<file path="src/rtl/rc4_search_pkg.sv">
// Shared types and defaults for the RC4 keyspace search scheduler.
package rc4_search_pkg;

  localparam int KEY_W_DEFAULT = 24;

  typedef enum logic [2:0] {
    IDLE,
    INIT,
    RUN,
    FOUND,
    EXHAUSTED
  } sched_state_t;

  typedef enum logic [1:0] {
    SLOT_IDLE,
    SLOT_BUSY,
    SLOT_RETIRED
  } slot_state_t;

endpackage

</file>
<file path="src/rtl/rc4_key_search_sched_key_slot.sv">
// One core's slot: tracks whether the core is idle, busy or retired.
// Holds the next key this core will be given.
// Holds the key currently being decrypted.
module key_slot
  import rc4_search_pkg::*;
#(
  parameter int KEY_W  = KEY_W_DEFAULT,
  parameter int STRIDE = 4,
  parameter int IDX    = 0
) (
  input  logic             clk_i,
  input  logic             rst_ni,
  input  logic             init_i,
  input  logic             run_i,
  input  logic [KEY_W-1:0] keyLo_i,
  input  logic [KEY_W-1:0] keyHi_i,
  input  logic             done_i,
  output logic             start_o,
  output logic             busy_o,
  output logic             retireNext_o,
  output logic [KEY_W-1:0] key_o
);

  // One extra bit so that stepping past an all-ones key_hi cannot wrap to zero.
  localparam logic [KEY_W:0] STRIDE_W = (KEY_W+1)'(STRIDE);
  localparam logic [KEY_W:0] OFFSET_W = (KEY_W+1)'(IDX);

  slot_state_t      state_q, state_d;
  logic [KEY_W:0]   nextKey_q, nextKey_d;
  logic [KEY_W-1:0] curKey_q, curKey_d;
  logic [KEY_W:0]   hiExt;

  assign hiExt = {1'b0, keyHi_i};

  // Slot transitions: seed on init, then issue/retire/free while the search runs.
  always_comb begin
    state_d   = state_q;
    nextKey_d = nextKey_q;
    curKey_d  = curKey_q;
    start_o   = 1'b0;
    if (init_i) begin
      state_d   = SLOT_IDLE;
      nextKey_d = {1'b0, keyLo_i} + OFFSET_W;
    end else if (run_i) begin
      case (state_q)
        SLOT_IDLE: begin
          if (nextKey_q <= hiExt) begin
            start_o   = 1'b1;
            curKey_d  = nextKey_q[KEY_W-1:0];
            nextKey_d = nextKey_q + STRIDE_W;
            state_d   = SLOT_BUSY;
          end else begin
            state_d = SLOT_RETIRED;
          end
        end
        SLOT_BUSY: begin
          if (done_i) begin
            state_d = SLOT_IDLE;
          end
        end
        default: begin
          state_d = state_q;
        end
      endcase
    end
  end

  // The key is presented combinationally in the issue cycle and held afterwards.
  always_comb begin
    key_o        = start_o ? nextKey_q[KEY_W-1:0] : curKey_q;
    busy_o       = (state_q == SLOT_BUSY);
    retireNext_o = (state_d == SLOT_RETIRED);
  end

  // Slot state and key registers.
  always_ff @(posedge clk_i or negedge rst_ni) begin
    if (!rst_ni) begin
      state_q   <= SLOT_RETIRED;
      nextKey_q <= '0;
      curKey_q  <= '0;
    end else begin
      state_q   <= state_d;
      nextKey_q <= nextKey_d;
      curKey_q  <= curKey_d;
    end
  end

endmodule

</file>
<file path="src/rtl/rc4_key_search_sched.sv">
// Keyspace scheduler for the RC4 brute-force search.
// Deals keys from [key_lo, key_hi] to CORES decrypt cores with stride CORES.
// Reports the first valid key, exhaustion of the range, or returns idle on abort.
module rc4_key_search_sched
  import rc4_search_pkg::*;
#(
  parameter int CORES = 4,
  parameter int KEY_W = KEY_W_DEFAULT,
  parameter int CNT_W = 25,
  localparam int CID_W = (CORES > 1) ? $clog2(CORES) : 1
) (
  input  logic                   CLOCK_50,
  input  logic                   reset,
  input  logic                   start,
  input  logic                   abort,
  input  logic [KEY_W-1:0]       key_lo,
  input  logic [KEY_W-1:0]       key_hi,
  output logic [CORES-1:0]       core_start,
  output logic [CORES*KEY_W-1:0] core_key,
  input  logic [CORES-1:0]       core_done,
  input  logic [CORES-1:0]       core_valid,
  output logic                   busy,
  output logic                   found,
  output logic                   exhausted,
  output logic [KEY_W-1:0]       found_key,
  output logic [CID_W-1:0]       found_core,
  output logic [CNT_W-1:0]       keys_tried
);

  sched_state_t     state_q, state_d;
  logic [KEY_W-1:0] keyLo_q, keyLo_d;
  logic [KEY_W-1:0] keyHi_q, keyHi_d;
  logic             found_q, found_d;
  logic             exhausted_q, exhausted_d;
  logic [KEY_W-1:0] foundKey_q, foundKey_d;
  logic [CID_W-1:0] foundCore_q, foundCore_d;
  logic [CNT_W-1:0] keysTried_q, keysTried_d;

  logic             runAct;
  logic             initAct;
  logic             startAccept;
  logic [CORES-1:0] slotBusy;
  logic [CORES-1:0] retireNext;
  logic [KEY_W-1:0] slotKey [CORES];
  logic [CORES-1:0] accept;
  logic             allRetiredNext;
  logic             hit;
  logic [CID_W-1:0] hitCore;
  logic [KEY_W-1:0] hitKey;
  logic [CNT_W-1:0] acceptCount;

  assign runAct         = (state_q == RUN) && !abort;
  assign initAct        = (state_q == INIT);
  assign startAccept    = start && !abort && (state_q inside {IDLE, FOUND, EXHAUSTED});
  assign accept         = core_done & slotBusy & {CORES{runAct}};
  assign allRetiredNext = &retireNext;

  for (genvar g = 0; g < CORES; g++) begin : gSlot
    key_slot #(
      .KEY_W (KEY_W),
      .STRIDE(CORES),
      .IDX   (g)
    ) uSlot (
      .clk_i       (CLOCK_50),
      .rst_ni      (reset),
      .init_i      (initAct),
      .run_i       (runAct),
      .keyLo_i     (keyLo_q),
      .keyHi_i     (keyHi_q),
      .done_i      (core_done[g]),
      .start_o     (core_start[g]),
      .busy_o      (slotBusy[g]),
      .retireNext_o(retireNext[g]),
      .key_o       (slotKey[g])
    );
    assign core_key[g*KEY_W +: KEY_W] = slotKey[g];
  end

  // Lowest-index core reporting a valid message wins; also counts accepted completions.
  always_comb begin
    hit         = 1'b0;
    hitCore     = '0;
    hitKey      = '0;
    acceptCount = '0;
    for (int i = CORES - 1; i >= 0; i--) begin
      acceptCount = acceptCount + CNT_W'(accept[i]);
      if (accept[i] && core_valid[i]) begin
        hit     = 1'b1;
        hitCore = CID_W'(i);
        hitKey  = slotKey[i];
      end
    end
  end

  // Global search FSM; abort overrides everything outside IDLE.
  always_comb begin
    state_d = state_q;
    if (abort && (state_q != IDLE)) begin
      state_d = IDLE;
    end else begin
      case (state_q)
        IDLE:      if (startAccept) state_d = INIT;
        INIT:      state_d = RUN;
        RUN: begin
          if (hit) begin
            state_d = FOUND;
          end else if (allRetiredNext) begin
            state_d = EXHAUSTED;
          end
        end
        FOUND:     if (startAccept) state_d = INIT;
        EXHAUSTED: if (startAccept) state_d = INIT;
        default:   state_d = IDLE;
      endcase
    end
  end

  // Result registers: cleared when a search is accepted, updated while it runs.
  always_comb begin
    keyLo_d     = keyLo_q;
    keyHi_d     = keyHi_q;
    found_d     = found_q;
    exhausted_d = exhausted_q;
    foundKey_d  = foundKey_q;
    foundCore_d = foundCore_q;
    keysTried_d = keysTried_q;
    if (startAccept) begin
      keyLo_d     = key_lo;
      keyHi_d     = key_hi;
      found_d     = 1'b0;
      exhausted_d = 1'b0;
      foundKey_d  = '0;
      foundCore_d = '0;
      keysTried_d = '0;
    end else if (runAct) begin
      keysTried_d = keysTried_q + acceptCount;
      if (hit) begin
        found_d     = 1'b1;
        foundKey_d  = hitKey;
        foundCore_d = hitCore;
      end else if (allRetiredNext) begin
        exhausted_d = 1'b1;
      end
    end
  end

  // Scheduler state and result registers.
  always_ff @(posedge CLOCK_50 or negedge reset) begin
    if (!reset) begin
      state_q     <= IDLE;
      keyLo_q     <= '0;
      keyHi_q     <= '0;
      found_q     <= 1'b0;
      exhausted_q <= 1'b0;
      foundKey_q  <= '0;
      foundCore_q <= '0;
      keysTried_q <= '0;
    end else begin
      state_q     <= state_d;
      keyLo_q     <= keyLo_d;
      keyHi_q     <= keyHi_d;
      found_q     <= found_d;
      exhausted_q <= exhausted_d;
      foundKey_q  <= foundKey_d;
      foundCore_q <= foundCore_d;
      keysTried_q <= keysTried_d;
    end
  end

  // Status outputs come straight from state and result registers.
  always_comb begin
    busy       = (state_q == INIT) || (state_q == RUN);
    found      = found_q;
    exhausted  = exhausted_q;
    found_key  = foundKey_q;
    found_core = foundCore_q;
    keys_tried = keysTried_q;
  end

endmodule

</file>
<file path="config.mk">
export PLATFORM = sky130hd
export DESIGN_NAME = rc4_key_search_sched
export DESIGN_NICKNAME = d
export VERILOG_FILES = /design/src/rtl/rc4_search_pkg.sv /design/src/rtl/rc4_key_search_sched_key_slot.sv /design/src/rtl/rc4_key_search_sched.sv
export SDC_FILE = /design/constraint.sdc
export NUM_CORES = 1
export LEC_CHECK = 0
export CAP_MARGIN = 20
export CORE_MARGIN = 3
export CORE_UTILIZATION = 40
export DETAILED_ROUTE_END_ITERATION = 8
export PLACE_DENSITY = 0.67
export SETUP_SLACK_MARGIN = 0.4
export SYNTH_ARGS = -nofsm -noshare
export SYNTH_HDL_FRONTEND = slang
export SYNTH_HIERARCHICAL = 1
export SYNTH_SLANG_ARGS = --single-unit
</file>
<file path="constraint.sdc">
create_clock -name CLOCK_50 -period 7.1 [get_ports CLOCK_50]
set_input_delay 1.775 -clock CLOCK_50 [delete_from_list [all_inputs] [get_ports CLOCK_50]]
set_output_delay 1.775 -clock CLOCK_50 [all_outputs]
set_load 0.05 [all_outputs]
</file>
==> flow_metrics.py <==
metrics = {
    "placed_design": {
        "hpwl_mm": 58.2,
        "io_buffers": 213,
        "detailedPlace.worstSlack_ns": 0.558,
        "gp_congestion": 0.982,
        "post-place-cells": 3023,
    },
    "timing": {
        "fin_tns_setup_ns": 0,
        "hold_vio_cnt_final": 0,
        "rsz0062_at_grt": "no",
        "final-setup-viol-count": 0,
        "slew_headroom_pct": 32.1,
        "postLayoutSetupSlackWorst_ns": 0.524,
        "setup_skew_ns": 0.0311,
        "worst_slew_pin_slew_ns": 1.01,
        "period_utilisation_layout_pct": 92.6,
        "final_max_slew_viol_count": 0,
        "finalWorstPathRequiredPeriod_ns": 6.58,
        "fmaxAchievable_mhz": 152,
    },
    "synthesis": {
        "synth_xor_xnor_area_share_pct": 5.48,
        "synth-edff-count": 0,
        "synth.lib_cells_used.distinct": 97,
        "syn_area_per_cell_um2": 9.35,
        "yosysWarnings": 6,
        "number_of_flip_flops_and_latches_in_the_synthesized_netlist": 308,
        "postSynth.topFlopCell": "dfrtp_1",
        "post_synthesis_share_of_cell_area_spent_on_full_adders_half_adders_and_majority_gates_pct": 6.60,
        "synth_compound_area_share_pct": 16.1,
        "netlist_area_um2": 20600,
        "post_synth_inst_count": 2206,
        "post_synth_mux_area_share_pct": 10.2,
        "yosysSeqAreaShare_pct": 37.4,
        "synthArstFlopShare_pct": 100,
        "synthesis.nets": 2373,
        "combinational_family_with_the_most_area_after_synthesis": "simple AND/OR/NAND/NOR gates",
        "synth_simple_gate_area_share_pct": 18.7,
    },
    "critical_path": {
        "critPathCaptureType": "primary output",
        "crit_required_ns": 5.33,
        "r2r-end": "found_key[22]",
        "critical_path.max_fanout": 49,
        "reg2reg_depth": 14,
        "r2r_start": "keyHi_q[1]",
        "worst-r2r-setup-slack_ns": 2.36,
        "data_arrival_time_of_the_critical_path_ns": 4.80,
        "critPathLaunchType": "input port",
        "worst_setup_path_class": "input port to primary output",
    },
    "detailed_routing": {
        "post-route-drc-count": 0,
        "route.vias.total": 18800,
        "wl_per_cell_um": 26.1,
        "count_of_antenna_violating_nets_left_after_detailed_routing": 0,
        "viasPerCell": 6.07,
        "dr.pass1.iters": 6,
        "drt-total-wl_mm": 80.5,
        "drt_iter0_drc": 1859,
    },
    "global_routing": {
        "grt_overall_usage_pct": 29.4,
        "grt_antenna_before_repair": 6,
        "grt_overflow": 0,
        "grt_pass1_vias": 18100,
        "grt_start_max_net_pins": 153,
        "grt_first_pass_wirelength_mm": 118,
    },
    "floorplan": {
        "dieWidth_um": 233,
        "floorplan.die.height_um": 233,
        "floorplan.rows": 82,
        "i_o_pin_count": 214,
        "dieArea_um2": 54300,
        "core_region_area_um2": 50600,
        "start_util_pct": 40.8,
    },
    "min_path": {
        "hold-path-cell-count": 1,
        "worstHoldEndpoint": "gSlot[3].uSlot/curKey_q[21]",
        "timing.hold.worst.class": "flop to flop",
        "holdCritStartpoint": "gSlot[3].uSlot/curKey_q[21]",
    },
    "cts": {
        "post_cts.repair.setup_buffers": 0,
        "cts.path.max_buffers": 3,
        "clock_sink_count": 308,
        "clock_tree.htree_level_count": 2,
        "ctsRootBufferMaster": "clkbuf_16",
        "cts_buffers": 38,
        "cts_hold_repair.buffers": 0,
        "cts_tree": "built",
        "clk_latency_ns": 0.57,
        "clkTransAtPathRegs_ns": 0.06,
        "ctsResizeCount": 0,
    },
    "pwr": {
        "p_total_w": 0.0108,
        "power.density_nw_per_um2": 434,
        "power.leakage_nw": 10.5,
        "ir_drop_uv": 296,
    },
    "flow_run": {
        "max_cap_viol_count": 0,
    },
    "final_layout": {
        "final_net_count": 2560,
        "diodes": 0,
        "post_layout_nonfiller_instances": 3092,
        "synthToLayoutAreaGrowth_pct": 21.1,
        "ratio_of_cells_with_drive_above_1_in_the_final_layout_pct": 18.6,
        "fillCellCount": 4765,
    },
    "run_status": {
        "status": "complete, no violations",
    },
}
==> logic make-up after synthesis <==
| logic type | count (synthesis) |
|---|---|
| AND/OR/NAND/NOR | 754 |
| AO/OA/AOI/OAI | 458 |
| flip-flops | 308 |
| buffers and inverters | 267 |
| multiplexers | 183 |
| XOR/XNOR | 129 |
| adder cells (fa/ha/maj) | 107 |
==> worst max-delay path by stage <==
stage           from      endpoint  slack, ns  cells after the start
2_1_floorplan  abort  core_key[93]       0.80                     10
3_3_place_gp   abort  core_key[59]       0.60                      8
3_5_place_dp   abort  core_key[59]       0.56                      8
4_1_cts        abort  core_key[59]       0.55                      8
5_1_grt        abort  core_key[45]       0.46                     10
6_report       abort  core_key[59]       0.52                      8
==> flip-flops by register name (all words and copies together) (netlist names), 2 cells and up <==
name                   count
keys_tried                25
state_q                    3
found_core                 2
gSlot.uSlot/state_q        8
gSlot.uSlot/curKey_q      96
keyHi_q                   24
keyLo_q                   24
gSlot.uSlot/nextKey_q    100
found_key                 24
==> report_power, final <==
part           internal (W)  total, W  switching [W]  leakage, nW
Combinational       0.00194   0.00517        0.00323         5.93
Clock               0.00146   0.00228       0.000824        0.708
Sequential          0.00235   0.00339        0.00105         3.90
==> synth_stat cells, types with 12 or more instances <==
| master | count | area, um^2 |
|---|---|---|
| a2111oi_2 | 16 | 240 |
| a21oi_1 | 124 | 621 |
| a221oi_1 | 24 | 210 |
| and2_1 | 12 | 75.1 |
| and3_1 | 34 | 213 |
| buf_2 | 21 | 105 |
| buf_6 | 14 | 158 |
| clkbuf_1 | 74 | 278 |
| dfrtp_1 | 304 | 7610 |
| ha_1 | 104 | 1300 |
| inv_1 | 138 | 518 |
| mux2_1 | 32 | 360 |
| mux2_2 | 124 | 1400 |
| mux2_4 | 14 | 210 |
| mux2i_1 | 13 | 130 |
| nand2_1 | 323 | 1210 |
| nand3_1 | 77 | 385 |
| nand4_1 | 83 | 519 |
| nor2_1 | 86 | 323 |
| nor2b_1 | 16 | 100 |
| nor3_1 | 33 | 165 |
| o2111ai_1 | 13 | 114 |
| o211ai_1 | 31 | 233 |
| o21ai_0 | 73 | 365 |
| o21ai_1 | 30 | 150 |
| o2bb2ai_1 | 37 | 324 |
| xnor2_1 | 104 | 911 |
| xor2_1 | 25 | 219 |
==> through the flow <==
step | util, % | hold slack (ns) | area [um^2]
after global placement | 46.4 | 0.462 | 23500
after CTS | 49.3 | 0.485 | 24900
after floorplan | - | 0.450 | 20600
final | 49.4 | 0.483 | 25000
after global routing | 49.4 | 0.504 | 25000
after detailed placement | 46.4 | 0.470 | 23500
==> cells in the final DEF, fill, tap and decap left out, types with 9 or more instances in the layout <==
master             n
mux2i_1           13
nor3_1            33
nand4_1           83
o211ai_1          31
and4_1            11
and3_1            34
nand3_1           76
and2_1            12
o21ai_1           30
clkdlybuf4s50_1  112
xnor2_1          104
nor2b_1           16
a221oi_1          24
ha_1             104
bufinv_16         11
o2111ai_1         13
mux2_4            14
mux2_2           124
xor2_1            25
a22oi_1           10
a2111oi_2         16
nand2_1          323
nand2b_1          10
nor2_1            85
buf_4            136
a211oi_1          11
or4_1             11
o2bb2ai_1         37
mux2_1            32
a21oi_1          124
nor4_2             9
o31ai_1            9
dfrtp_1          304
a22o_1            11
o21ai_0           72
inv_1            138
buf_12            22
clkbuf_16         38
==> routing by layer <==
| metal | up-vias | wire, um | global-route usage, % |
|---|---|---|---|
| li1 | 8352 | - | - |
| met2 | 948 | 35400 | 45.7 |
| met3 | 247 | 6860 | 5.74 |
| met5 | - | 79 | 0 |
| met1 | 9203 | 32700 | 38.2 |
| met4 | 12 | 5550 | 16.8 |
==> cell type report <==
cell class / instances / area (um^2) / area share, %
timing repair buffer: 273 / 2630 / 10.5
inverter: 141 / 531 / 2.12
clock buffer: 47 / 1050 / 4.22
clock inverter: 20 / 399 / 1.60
multi-input combinational: 1631 / 11800 / 47.3
tap: 672 / 841 / 3.37
sequential: 308 / 7710 / 30.9
==> worst max-delay path, stage by stage <==
cell and delay (ns):
clkdlybuf4s50_1 0.49, or4b_1 0.59, clkinv_2 0.17, or3b_2 0.59, nor3_4 0.19, buf_12 0.30
mux2_2 0.44, buf_4 0.21
Note: power is estimated with default switching activity, not from simulation.
==> RTL change, RTL diff (config.mk and constraints unchanged) <==
Register the output `core_key`, cleared by the reset; this adds one clock of latency there. The other outputs are not delayed to match.
--- a/src/rtl/rc4_key_search_sched.sv
+++ b/src/rtl/rc4_key_search_sched.sv
@@ -26,6 +26,8 @@
   output logic [CID_W-1:0]       found_core,
   output logic [CNT_W-1:0]       keys_tried
 );
+
+  logic [CORES*KEY_W-1:0] core_key_d;
 
   sched_state_t     state_q, state_d;
   logic [KEY_W-1:0] keyLo_q, keyLo_d;
@@ -73,7 +75,7 @@
       .retireNext_o(retireNext[g]),
       .key_o       (slotKey[g])
     );
-    assign core_key[g*KEY_W +: KEY_W] = slotKey[g];
+    assign core_key_d[g*KEY_W +: KEY_W] = slotKey[g];
   end
 
   // Lowest-index core reporting a valid message wins; also counts accepted completions.
@@ -177,5 +179,13 @@
     keys_tried = keysTried_q;
   end
 
+  always_ff @(posedge CLOCK_50 or negedge reset) begin
+    if (!reset) begin
+      core_key <= '0;
+    end else begin
+      core_key <= core_key_d;
+    end
+  end
+
 endmodule
 
Function: changed (Yosys sat finds a counterexample within 4 cycles, from zero or initial values and one cycle with reset low).
==> RTL change against the unedited design <==
  * Sequential cell count increased by 96
  * Cell area rose by 9.1%
  * Worst setup slack improved by 0.48 ns
  * Critical path depth is the same
  * Clock power up 9.6%
  * First-iteration DRC count increased by 9.6%
  * Area after synthesis up 10%
  * Via count is 2.2% lower
  * Wire length decreased by 3.1%
  * Synthesized cell count shrank 2.2%
  * Highest routed layer unchanged
  * Power grew 1.8%
  * Sequential power is 24% higher
==> RTL change: results (changes against the unedited design) <==
grtUsageMet2: 0.403  # -0.0541
drt-met1-wl_um: 33500  # +2.7%
buf_share: 0.0930  # -0.0124
viasPerCell: 5.85  # -3.6%
grt_start_max_net_pins: 141  # -7.8%
grt_remaining_overflow: 0  # unchanged
drive_gt1_frac: 0.162  # -0.0239
antenna_found_initial: 1  # -5
n_fill_cell: 5063  # +6.3%
synthesis.nets: 2324  # -2.1%
ys_types: 94  # -3.1%
inv_count: 143  # +1.4%
grt_util_all_layers: 0.256  # -0.0376
totalWireLength_um: 78000  # -3.1%
synth_compound_area_frac: 0.143  # -0.0175
max_slew_margin: 0.275  # -0.0467
wl_met2_um: 35500  # +0.21%
syn_inst: 2157  # -2.2%
drtIter0Drc: 2037  # +9.6%
crit_arrival_ns: 4.32  # -0.48 ns
synth_area_leaders: "dfrtp_1 44%, mux2_2 8.5%, ha_1 5.7%"
clk_share: 0.0581  # -0.000126
gp_congestion: 0.971  # -1.2%
die_w_um: 244  # +4.8%
reg_top3: "gSlot.uSlot/nextKey_q: 100 flops, core_key: 96 flops, gSlot.uSlot/curKey_q: 96 flops"
num-nonclk-buffers: 253  # -7.3%
grt.met1_usage: 0.353  # -0.0296
peakVddDrop_mv: 0.258  # -13%
status: "completed"
wl_met3_um: 5640  # -18%
synth_top_area_share: 0.441  # +0.0719
grt_pass1_vias: 18100  # -0.23%
leakage_nw: 11.7  # +11%
synthXorXnorAreaFrac: 0.0559  # +0.00114
clock_sinks: 404  # +31%
multi_input_gates: 1503  # -7.8%
dp_slack_ns: 1.04  # +0.484 ns
fin_nets: 2518  # -1.6%
synth-seq-area-share: 0.445  # +0.0714
skew_ns: 0.0140  # -0.0171 ns
utilization: 0.490  # -0.00397
cpPeakStageDelay_ns: 0.51  # -0.08 ns
multi_input_area_share: 0.423  # -0.0492
synth_fa_ha_area_frac: 0.0599  # -0.00606
grt_pass1_wl_um: 115000  # -2.5%
seq_area_frac: 0.371  # +0.0624
path_clk_slew_ns: 0.06  # about the same
synthMuxAreaShare: 0.113  # +0.0118
cts_buffers: 46  # +21%
==> RTL change: final timing paths <==
path | cells after the start | from | slack, ns | to
setup / recovery | 8 | abort | 1.01 | core_start[1]
hold / removal | 1 | gSlot[3].uSlot/curKey_q[21]$_DFFE_PN0P_ | 0.49 | gSlot[3].uSlot/curKey_q[21]$_DFFE_PN0P_
setup reg to reg | 14 | keyHi_q[2]$_DFFE_PN0P_ | 2.16 | found_key[22]$_DFFE_PN0P_
hold reg to reg | 1 | gSlot[3].uSlot/curKey_q[21]$_DFFE_PN0P_ | 0.49 | gSlot[3].uSlot/curKey_q[21]$_DFFE_PN0P_
max in group asynchronous | 2 | reset | 4.23 | gSlot[0].uSlot/nextKey_q[3]$_DFFE_PN0P_
min in group asynchronous | 1 | reset | 1.32 | core_key[29]$_DFF_PN0_
==> RTL change: power breakdown <==
part           leakage [nW]  switching, mW  internal, mW
combinational          5.85           2.62          1.71
clock                 0.782          0.996          1.50
sequential             5.11           1.14          3.07
